==> config.mk <==
export PLATFORM = sky130hd
export DESIGN_NAME = fir_mac_seq
export DESIGN_NICKNAME = d
export VERILOG_FILES = /design/src/rtl/fir_mac_seq.sv
export SDC_FILE = /design/constraint.sdc
export NUM_CORES = 1
export LEC_CHECK = 0
export CORE_AREA = 3 3 176 178
export DETAILED_ROUTE_END_ITERATION = 10
export DIE_AREA = 0 0 179 181
export PLACE_DENSITY = 0.67
export SYNTH_ARGS = -nofsm -noshare
export SYNTH_HDL_FRONTEND = slang
export SYNTH_SLANG_ARGS = --single-unit
==> constraint.sdc <==
create_clock -name clk -period 15.3 [get_ports clk]
set_input_delay 2.295 -clock clk [delete_from_list [all_inputs] [get_ports clk]]
set_output_delay 2.295 -clock clk [all_outputs]
set_load 0.01 [all_outputs]
==> src/rtl/fir_mac_seq.sv <==
// Time-multiplexed FIR filter built around one signed multiply-accumulate.
// One accepted sample triggers NOF_COEFF MAC cycles over the delay line, then
// a registered, scaled and saturated/wrapped result is offered downstream.
module fir_mac_seq #(
  parameter  int DATA_WIDTH = 8,
  parameter  int NOF_COEFF  = 12,
  parameter  int OUT_WIDTH  = 20,
  parameter  int SHIFT      = 0,
  localparam int ACC_WIDTH  = 2*DATA_WIDTH + $clog2(NOF_COEFF),
  localparam int ADDR_WIDTH = $clog2(NOF_COEFF)
) (
  input  logic                         clk,
  input  logic                         rst_n,
  input  logic                         clear,
  input  logic                         sat_en,
  input  logic                         coeff_we,
  input  logic [ADDR_WIDTH-1:0]        coeff_addr,
  input  logic signed [DATA_WIDTH-1:0] coeff_data,
  output logic                         coeff_wr_err,
  input  logic                         in_valid,
  output logic                         in_ready,
  input  logic signed [DATA_WIDTH-1:0] in_data,
  output logic                         out_valid,
  input  logic                         out_ready,
  output logic signed [OUT_WIDTH-1:0]  out_data,
  output logic                         out_sat
);

  localparam logic [1:0] IDLE = 2'd0;
  localparam logic [1:0] MAC  = 2'd1;
  localparam logic [1:0] OUT  = 2'd2;

  localparam int PROD_WIDTH = 2*DATA_WIDTH;
  // One extra bit over both the accumulator and the output so the range test
  // works whichever of the two is wider.
  localparam int WIDE_WIDTH = ((ACC_WIDTH > OUT_WIDTH) ? ACC_WIDTH : OUT_WIDTH) + 1;

  localparam logic signed [WIDE_WIDTH-1:0] OUT_MAX =
    {{(WIDE_WIDTH-OUT_WIDTH+1){1'b0}}, {(OUT_WIDTH-1){1'b1}}};
  localparam logic signed [WIDE_WIDTH-1:0] OUT_MIN = ~OUT_MAX;

  localparam logic [ADDR_WIDTH:0]   TAP_LIMIT = (ADDR_WIDTH+1)'(NOF_COEFF);
  localparam logic [ADDR_WIDTH-1:0] LAST_TAP  = ADDR_WIDTH'(NOF_COEFF-1);

  logic [1:0]                   state;
  logic [ADDR_WIDTH-1:0]        tap;
  logic signed [DATA_WIDTH-1:0] x [NOF_COEFF];
  logic signed [DATA_WIDTH-1:0] h [NOF_COEFF];
  logic signed [ACC_WIDTH-1:0]  acc;

  logic                         sample_accept;
  logic                         coeff_ok;
  logic signed [PROD_WIDTH-1:0] prod;
  logic signed [ACC_WIDTH-1:0]  acc_next;
  logic signed [ACC_WIDTH-1:0]  shifted;
  logic signed [WIDE_WIDTH-1:0] wide;
  logic signed [OUT_WIDTH-1:0]  fmt_data;
  logic                         fmt_sat;

  // in_ready is forced low while reset is asserted so every output reads 0.
  assign in_ready      = rst_n && (state == IDLE);
  assign sample_accept = in_valid && (state == IDLE);
  assign coeff_ok      = coeff_we && (state == IDLE) && ({1'b0, coeff_addr} < TAP_LIMIT);

  assign prod     = PROD_WIDTH'(x[tap]) * PROD_WIDTH'(h[tap]);
  assign acc_next = acc + ACC_WIDTH'(prod);

  // Scale the final sum and fit it into OUT_WIDTH, clipping or wrapping.
  always_comb begin
    shifted  = acc_next >>> SHIFT;
    wide     = WIDE_WIDTH'(shifted);
    fmt_data = wide[OUT_WIDTH-1:0];
    fmt_sat  = 1'b0;
    if (wide > OUT_MAX) begin
      fmt_sat = 1'b1;
      if (sat_en) fmt_data = OUT_MAX[OUT_WIDTH-1:0];
    end else if (wide < OUT_MIN) begin
      fmt_sat = 1'b1;
      if (sat_en) fmt_data = OUT_MIN[OUT_WIDTH-1:0];
    end
  end

  // Coefficient file: writable only while idle, survives clear.
  always_ff @(posedge clk or negedge rst_n) begin
    if (!rst_n) begin
      for (int i = 0; i < NOF_COEFF; i++) h[i] <= '0;
    end else if (coeff_ok) begin
      h[coeff_addr] <= coeff_data;
    end
  end

  // Dropped coefficient writes are flagged one cycle after the strobe.
  always_ff @(posedge clk or negedge rst_n) begin
    if (!rst_n) coeff_wr_err <= 1'b0;
    else        coeff_wr_err <= coeff_we && !coeff_ok;
  end

  // Sample delay line: shifts on acceptance, flushed by clear.
  always_ff @(posedge clk or negedge rst_n) begin
    if (!rst_n) begin
      for (int i = 0; i < NOF_COEFF; i++) x[i] <= '0;
    end else if (clear) begin
      for (int i = 0; i < NOF_COEFF; i++) x[i] <= '0;
    end else if (sample_accept) begin
      x[0] <= in_data;
      for (int i = 1; i < NOF_COEFF; i++) x[i] <= x[i-1];
    end
  end

  // Sequencer: accept, walk the taps, then hold the result until taken.
  always_ff @(posedge clk or negedge rst_n) begin
    if (!rst_n) begin
      state     <= IDLE;
      tap       <= '0;
      acc       <= '0;
      out_valid <= 1'b0;
      out_data  <= '0;
      out_sat   <= 1'b0;
    end else if (clear) begin
      state     <= IDLE;
      tap       <= '0;
      acc       <= '0;
      out_valid <= 1'b0;
    end else begin
      case (state)
        IDLE: begin
          if (sample_accept) begin
            state <= MAC;
            tap   <= '0;
            acc   <= '0;
          end
        end
        MAC: begin
          acc <= acc_next;
          if (tap == LAST_TAP) begin
            out_data  <= fmt_data;
            out_sat   <= fmt_sat;
            out_valid <= 1'b1;
            state     <= OUT;
          end else begin
            tap <= tap + 1'b1;
          end
        end
        OUT: begin
          if (out_ready) begin
            out_valid <= 1'b0;
            state     <= IDLE;
          end
        end
        default: state <= IDLE;
      endcase
    end
  end

endmodule

---- Word level (Yosys, flattened, before mapping) ----
Index checks and enable logic that the tools add are counted.
operators by class
  bitwise logic cells ..................... 3
  $mul .................................... 1
  equality and inequality tests ........... 7
  magnitude comparators ................... 6
  reductions and logical operators ........ 16
  add/subtract/negate cells ............... 2
  multiplexer cells ....................... 33
operators with widths
  kind                                                                          number
  96-bit two-way mux                                                            2
  20-bit two-way mux                                                            6
  96-bit bitwise mux                                                            1
  8-bit binary-select mux with 4-bit select                                     2
  8-bit two-way mux                                                             5
  20-bit one-hot mux with 2 select lines                                        1
  8-bit demux with 4-bit select                                                 1
  20-bit by 16-bit adder with 20-bit output                                     1
  20-bit greater-than comparator, second input constant                         1
  20-bit less-than comparator, second input constant                            1
  8-bit by 8-bit multiplier with 16-bit output                                  1
  4-bit two-way mux                                                             3
  3-bit != test, second input constant                                          4
  3-bit AND reduction                                                           4
  5-bit >= comparator, second input constant                                    2
  4-bit NOT with 5-bit output                                                   2
  2-bit two-way mux                                                             4
  4-bit one-hot mux with 2 select lines                                         1
  1-bit logical AND                                                             6
  2-bit one-hot mux with 3 select lines                                         1
  3-bit nonzero test                                                            2
  5-bit by 1-bit less-than comparator with 1-bit output, second input constant  1
  1-bit two-way mux                                                             5
  4-bit by 1-bit adder with 4-bit output, second input constant                 1
  10 further kinds                                                              10
storage, ports and cells
  bits of input ports ..................... 27
  word-level logic and storage cells ...... 99
  flip-flop bits (word level) ............. 241

---- Logic depth before layout (Yosys ltp) ----
Gate-level depths: netlist of the first run.
  depth in word-level cells ............... 9
  depth in mapped cells ................... 26
  gate-level depth less buffers ........... 24

---- Worst setup path after synthesis of the first run ----
OpenSTA, ideal clock, no wires.
  path kind ............................... reg-to-reg
  start point ............................. register tap[0]
  end point ............................... register out_data[19]
  arrival time ............................ 6.700 ns
  cell stages (with the launch flop) ...... 22
  setup slack ............................. 8.476 ns
  required time ........................... 15.175 ns
  period minus slack after synthesis ...... 6.824 ns
  setup time .............................. 0.125 ns
  cell sequence ........................... dfrtp_1 buf_4 buf_6 mux4_2 mux2i_1 o21ai_0 inv_1 nor2_1 inv_1 fa_1 inv_1 fa_1 fa_1 fa_1 fa_1 ha_1 a21oi_1 o21ai_0 a31o_2 a311o_1 xnor2_1 mux2_2
on the way
  word-level cells in the longest chain between the ends .. 9
RTL lines
  item                                                                      line    text
  start: declaration                                                        46      logic [ADDR_WIDTH-1:0] tap;
  start signal: assignment                                                  141     tap <= tap + 1'b1;
  4-bit NOT with 5-bit output (not written as such)                         65      assign prod = PROD_WIDTH'(x[tap]) * PROD_WIDTH'(h[tap]);
  8-bit binary-select mux with 4-bit select                                 65
  8-bit two-way mux (not written as such) (2 in series)                     65
  8-bit by 8-bit multiplier with 16-bit output                              65
  20-bit by 16-bit adder with 20-bit output                                 66      assign acc_next = acc + ACC_WIDTH'(prod);
  20-bit less-than comparator / 20-bit two-way mux (equally long branches)  77, 79
  20-bit two-way mux                                                        77      end else if (wide < OUT_MIN) begin
  20-bit two-way mux                                                        74      if (wide > OUT_MAX) begin
  end signal: assignment                                                    136     out_data <= fmt_data;
  end: declaration                                                          25      output logic signed [OUT_WIDTH-1:0] out_data,
Several ways; a longest one is shown, not always the timed one. The select of a mux whose other input is x is not followed.
A chain may end at the register's enable or synchronous reset.

---- Worst setup path in the final report of the first run ----
Ends and elaborated chain as after synthesis.

==> results_dict.tcl, run 1 <==
set metrics [dict create \
    period_needed_ns 7.54 \
    dr.first_iter.drc_count 769 \
    status "complete, no violations" \
    drtAntennaViolNets 0 \
    fin_crit_sh_pct 49.3 \
    hold_class "reg2reg" \
    cts_root_buf "clkbuf_16" \
    slew_violations 0 \
    post-cts-setup-buffer-count 0 \
    irDropWorstVdd_mv 0.0879 \
    min_to "out_data[2]" \
    rsz0062_at_grt "false" \
    r2r_start "tap[0]" \
    cp_max_fo 34 \
    yosysUniqueCellTypes 57 \
    clock_latency_ns 0.56 \
    place_hpwl_mm 19.8 \
    wire_per_inst_um 16.9 \
    yosysSeqAreaShare_pct 41.8 \
    grt_use_total_pct 19.0 \
    fp-row-count 63 \
    cp-end-kind "flop" \
    hold_violations 0 \
    tightest_slew_ns 1.02 \
    drive_above_1_share_pct 16.2 \
    p_comb_share_pct 42.5 \
    slowest_stage "dfrtp_4" \
    layout_commonest_cell "nand2_1" \
    dr.pass1.iters 5 \
    r2r-end "out_data[19]" \
    avgSynthCellArea_sq_um 11.0 \
    crit_chain "buf_4 -> mux4_2 -> mux2i_1 -> nor2_1 -> a21oi_1 -> nor2_1 -> buf_4 -> inv_1 -> fa_1 -> inv_1 -> fa_1 -> fa_1 -> fa_1 -> fa_1 -> ha_1 -> a21oi_1 -> o21ai_0 -> a31o_2 -> a311o_1 -> xnor2_1 -> mux2_2" \
    ff2ff_path_depth 21 \
    gr-total-overflow 0 \
    total_power_mw 2.48 \
    pwr-share-seq_pct 31.5 \
    io_pins 51 \
    synth_flop_cell "dfrtp_1" \
    grt_max_degree 180 \
    start_kind "flop" \
    diodes 0 \
    swShare_pct 37.1 \
    power.switching_uw 920 \
    dr_total_vias 9332 \
    cts.repair.resized 0 \
    htreeDepth 1 \
    holdCritStartpoint "out_data[2]" \
    crit_buf_inv 4 \
    leakage_nw 7.32 \
    syn_to_final_growth_pct 11.5 \
    r2r_slack_ns 7.76 \
    synth-seq-cells 241 \
    whs_path_depth 2 \
    vias_per_cell 5.37 \
    final_nets 1489 \
    slew_headroom_pct 31.7 \
    yosysWarnings 0 \
    path_delay_family "adder cells" \
    synthCells 1308 \
    num-fill-cells 2576 \
    cp_data_required_time_ns 15.75 \
    pwr_density_cell_nw_per_um2 154 \
    clkSlewWorstSetupHoldPaths_ns 0.07 \
    syn-cell-area_sq_um 14400 \
    setup_viol 0 \
    critPathArrivalTime_ns 7.99 \
    tns_ns 0 \
    async_flop_share_pct 100 \
    cts_hold_buf 0 \
    cell_internal_pwr_mw 1.56 \
    start_util_pct 48.8 \
    drc 0 \
    syn_nets 1470 \
    cts_tree "done" \
    fmax_mhz 133 \
    finalClockSkew_ns 0.0155 \
    dieArea_sq_um 32400 \
    path_common_cell "fa_1" \
    clk_path_buf_depth 3 \
    drv_cap 0 \
    antenna_found_initial 0 \
    die-width_um 179 \
    clockPowerShare_pct 26.0 \
    port_buffers 49 \
    numClockSinks 241 \
    cp_slowest_stage_delay_ns 0.67 \
    synth_edf_count 0 \
    layout_common_cells "nand2_1, dfrtp_1, a21oi_1" \
    grt_pass1_vias 9723 \
    drt_wl_total_mm 29.4 \
    critical_path_class "reg2reg" \
    cts_buffers 27 \
    core_area_sq_um 29600 \
    globalplace.congestion 0.785 \
    grt_pass1_wl_mm 50.2 \
    dieHeight_um 181 \
]
[registers in the layout (all words and copies together) (netlist names)]
register,flops
h,96
x,96
acc,20
out_data,20
tap,4
state,2
coeff_wr_err,1
out_sat,1
out_valid,1
[synth_stat cells, drive strengths merged, types with 2 or more instances]
cell	instances	area, sq um
nand4	2	12.5
nand2	262	986
mux2i	17	170
or2	9	56.3
and2	4	25.0
o22ai	3	18.8
a21o	5	37.5
o211ai	2	15.0
mux4	48	1080
xor2	8	70.1
clkbuf	51	191
a21oi	125	667
nor3	7	61.3
xnor2	15	131
nand2b	11	68.8
buf	21	140
a211oi	3	35.0
nor2b	13	81.3
nand3b	2	15.0
nor2	64	245
mux2	99	1140
dfrtp	241	6030
nand3	5	25.0
ha	47	588
inv	103	387
fa	88	1760
o21ai	23	115
a22o	14	123
[cell families after synthesis]
kind of cell	share of synthesized area, %
simple gates	11.3
flops	41.8
compound gates	7.61
buf+inv	4.98
mux	16.6
fa+ha+maj	16.3
xor+xnor	1.40
[power by group through the flow]
stage	logic, mW	registers, mW	clock network (mW)
floorplan	0.856	0.763	0
global placement	1.04	0.790	0
detailed placement	1.05	0.793	0
CTS	1.07	0.783	0.661
global route	1.21	0.794	0.690
finish	1.05	0.782	0.646
[how the worst max path moves through the flow]
stage                     startpoint      endpoint  slack [ns]  cells past startpoint
after floorplan               tap[0]  out_data[19]        8.48                     21
after global placement        tap[0]  out_data[19]        7.75                     21
after detailed placement      tap[0]  out_data[19]        7.68                     21
after CTS                     tap[0]  out_data[19]        7.68                     21
after global routing          tap[0]  out_data[19]        7.31                     21
final                         tap[0]  out_data[19]        7.76                     21
[layer usage]
| layer | GRT usage, % | part of all wire (%) |
|---|---|---|
| met5 | 0 | 0 |
| met4 | 4.15 | 2.1 |
| met2 | 29.6 | 47 |
| met3 | 2.12 | 4.0 |
| met1 | 28.8 | 47 |
[worst reg2reg max path, cell delays in order, from the launching register on]
cell	delay (ns)
dfrtp_4	0.67
buf_4	0.63
mux4_2	0.63
mux2i_1	0.16
nor2_1	0.06
a21oi_1	0.57
nor2_1	0.09
buf_4	0.24
inv_1	0.09
fa_1	0.40
inv_1	0.08
fa_1	0.43
fa_1	0.47
fa_1	0.52
fa_1	0.44
ha_1	0.34
a21oi_1	0.26
o21ai_0	0.24
a31o_2	0.34
a311o_1	0.34
xnor2_1	0.17
mux2_2	0.27
[cell type report]
class / instances / area (sq um) / area share, %
inverter: 103 / 387 / 2.40
sequential: 241 / 6040 / 37.5
multi-input combinational: 892 / 7690 / 47.8
tap: 390 / 488 / 3.03
clock buffer: 40 / 785 / 4.88
timing repair buffer: 62 / 603 / 3.75
clock inverter: 10 / 101 / 0.630
[through the flow]
stage                     area [sq um]  util [%]  hold slack (ns)  std cells  setup slack [ns]
after floorplan                  14400         -            0.450       1308              8.48
after global placement           15200      51.4            0.457       1688              7.75
after detailed placement         15200      51.4            0.464       1688              7.68
after CTS                        16100      54.4            0.479       1738              7.68
after global routing             16100      54.4            0.502       1738              7.31
final                            16100      54.4            0.473       1738              7.76
Power figures use the tool's default switching activity.
==> inputs of run 2 (changes only) <==
--- a/config.mk
+++ b/config.mk
@@ -8,7 +8,7 @@
 export CORE_AREA = 3 3 176 178
 export DETAILED_ROUTE_END_ITERATION = 10
 export DIE_AREA = 0 0 179 181
-export PLACE_DENSITY = 0.67
+export PLACE_DENSITY = 0.69
 export SYNTH_ARGS = -nofsm -noshare
 export SYNTH_HDL_FRONTEND = slang
 export SYNTH_SLANG_ARGS = --single-unit
==> constraint.sdc (replaced) <==
create_clock -name clk -period 6.73 [get_ports clk]
set_input_delay 1.0095 -clock clk [delete_from_list [all_inputs] [get_ports clk]]
set_output_delay 1.0095 -clock clk [all_outputs]
set_load 0.01 [all_outputs]
==> run 2 against run 1 <==
Effect of this change:
- critical path depth unchanged
- utilization up 0.91 points
- register-to-register slack worse by 7.5 ns
- first-iteration DRC count down 20%
- die area unchanged
- final area up 1.7%
- setup slack worse by 7.5 ns
- hold slack better by 0.00054 ns
- total power up 130%
- non-clock buffer count up 29
- wire length up 3.9%
- critical endpoint unchanged
- highest routed layer unchanged
==> results_dict.tcl, run 2 (synthesis results as in run 1) <==
set metrics [dict create \
    period_needed_ns 6.44 \
    leakage_nw 7.45 \
    swShare_pct 37.3 \
    io_pins 51 \
    fp-row-count 63 \
    grt_pass1_vias 9949 \
    drive_above_1_share_pct 18.5 \
    hold_violations 0 \
    crit_chain "buf_12 -> buf_4 -> mux4_2 -> mux2i_1 -> nor2_1 -> a21oi_2 -> nor2_1 -> inv_1 -> fa_1 -> fa_2 -> inv_1 -> fa_1 -> fa_1 -> ha_1 -> ha_1 -> a21oi_2 -> nand2_1 -> o221a_2 -> a311o_1 -> xnor2_1 -> mux2_2" \
    start_kind "flop" \
    grt_use_total_pct 19.6 \
    setup_viol 0 \
    globalplace.congestion 0.824 \
    dieArea_sq_um 32400 \
    drt_wl_total_mm 30.5 \
    drv_cap 0 \
    tightest_slew_ns 1.04 \
    total_power_mw 5.73 \
    fin_crit_sh_pct 95.7 \
    whs_path_depth 2 \
    slowest_stage "fa_2" \
    clock_latency_ns 0.56 \
    htreeDepth 1 \
    cp_max_fo 21 \
    cp_data_required_time_ns 7.16 \
    die-width_um 179 \
    drc 0 \
    rsz0062_at_grt "false" \
    num-fill-cells 2516 \
    port_buffers 49 \
    critPathArrivalTime_ns 6.87 \
    clkSlewWorstSetupHoldPaths_ns 0.06 \
    start_util_pct 48.8 \
    r2r-end "out_data[19]" \
    drtAntennaViolNets 0 \
    setup_slack_ns 0.292 \
    final_nets 1517 \
    dr.first_iter.drc_count 619 \
    critical_path_class "reg2reg" \
    numClockSinks 241 \
    hold_ws_ns 0.473 \
    reg.largest.list "h x96, x x96" \
    instances_no_fill 1764 \
    r2r_slack_ns 0.29 \
    cp_slowest_stage_delay_ns 0.67 \
    diodes 0 \
    pre_cts_ws_ns -0.0446 \
    finalClockSkew_ns 0.0236 \
    p_comb_share_pct 44.7 \
    irDropWorstVdd_mv 0.217 \
    grt_max_degree 155 \
    ff2ff_path_depth 21 \
    dr.pass1.iters 6 \
    r2r_start "tap[0]" \
    core_area_sq_um 29600 \
    pwr-share-seq_pct 30.6 \
    slew_headroom_pct 30.9 \
    holdCritStartpoint "out_data[0]" \
    syn_to_final_growth_pct 13.3 \
    hold_class "reg2reg" \
    wire_per_inst_um 17.3 \
    pwr_density_cell_nw_per_um2 351 \
    cts_tree "done" \
    crit_buf_inv 4 \
    clk_path_buf_depth 3 \
    dr_total_vias 9486 \
    clockPowerShare_pct 24.7 \
    gr-total-overflow 0 \
    antenna_found_initial 0 \
    slew_violations 0 \
    status "complete, no violations" \
    dieHeight_um 181 \
    cell_internal_pwr_mw 3.60 \
    cts_root_buf "clkbuf_16" \
    path_delay_family "adder cells" \
    cts_buffers 26 \
    grt_pass1_wl_mm 51.8 \
    cts_hold_buf 0 \
    min_to "out_data[0]" \
    layout_commonest_cell "nand2_1" \
    place_hpwl_mm 21.0 \
    fmax_mhz 155 \
    path_common_cell "fa_1" \
    power.switching_mw 2.14 \
    dp.cells 1715 \
    cp-end-kind "flop" \
    vias_per_cell 5.38 \
    layout_common_cells "nand2_1, dfrtp_1, a21oi_1" \
]
run 2: area by class of cell:
cell class                 instances  area [sq um]  area share, %
sequential                       241          6040           36.9
timing repair buffer              91           862           5.27
tap                              390           488           2.98
clock inverter                    13           129          0.788
multi-input combinational        892          7720           47.2
inverter                         103           387           2.36
clock buffer                      34           731           4.47
run 2: worst max-delay path by stage:
stage                     slack [ns]   start  cells past startpoint           end
after floorplan                 0.26  tap[0]                     21  out_data[19]
after global placement          0.04  tap[0]                     20  out_data[19]
after detailed placement       -0.04  tap[0]                     21  out_data[19]
final                           0.29  tap[0]                     21  out_data[19]
after global routing           0.006  tap[0]                     21  out_data[19]
after CTS                       0.13  tap[0]                     21  out_data[19]
run 2: per-layer routing:
layer / GRT usage [%] / part of all wire (%) / vias to the layer above
met5: 0 / 0 / -
met4: 5.14 / 2.2 / 0
met3: 2.86 / 3.9 / 42
met2: 31.4 / 48 / 166
met1: 28.3 / 46 / 4823
li1: - / - / 4455
run 2: timing repair:
action                                  in CTS  in global routing
resized for setup                            2                  6
buffers inserted                             0                  2
pin swaps                                    0                  1
endpoints found under the setup margin       3                 10
run 2: worst min-delay path: stages, from the launching register on:
cell	delay [ns]
dfrtp_1	0.34
nand2_1	0.05
nand2_1	0.05
run 2: through the flow:
| stage | area (sq um) | utilization [%] | setup TNS, ns |
|---|---|---|---|
| global route | 16400 | 55.3 | 0 |
| global placement | 15400 | 52.3 | 0 |
| CTS | 16300 | 55.2 | 0 |
| finish | 16400 | 55.3 | 0 |
| detailed placement | 15400 | 52.3 | -0.112 |
| floorplan | 14400 | - | 0 |
run 2: power groups by stage:
stage | registers, mW | logic, mW | clock network, mW
after global placement | 1.77 | 2.52 | 0
after floorplan | 1.73 | 1.95 | 0
after global routing | 1.78 | 2.91 | 1.51
after CTS | 1.76 | 2.59 | 1.45
final | 1.75 | 2.57 | 1.41
after detailed placement | 1.78 | 2.57 | 0
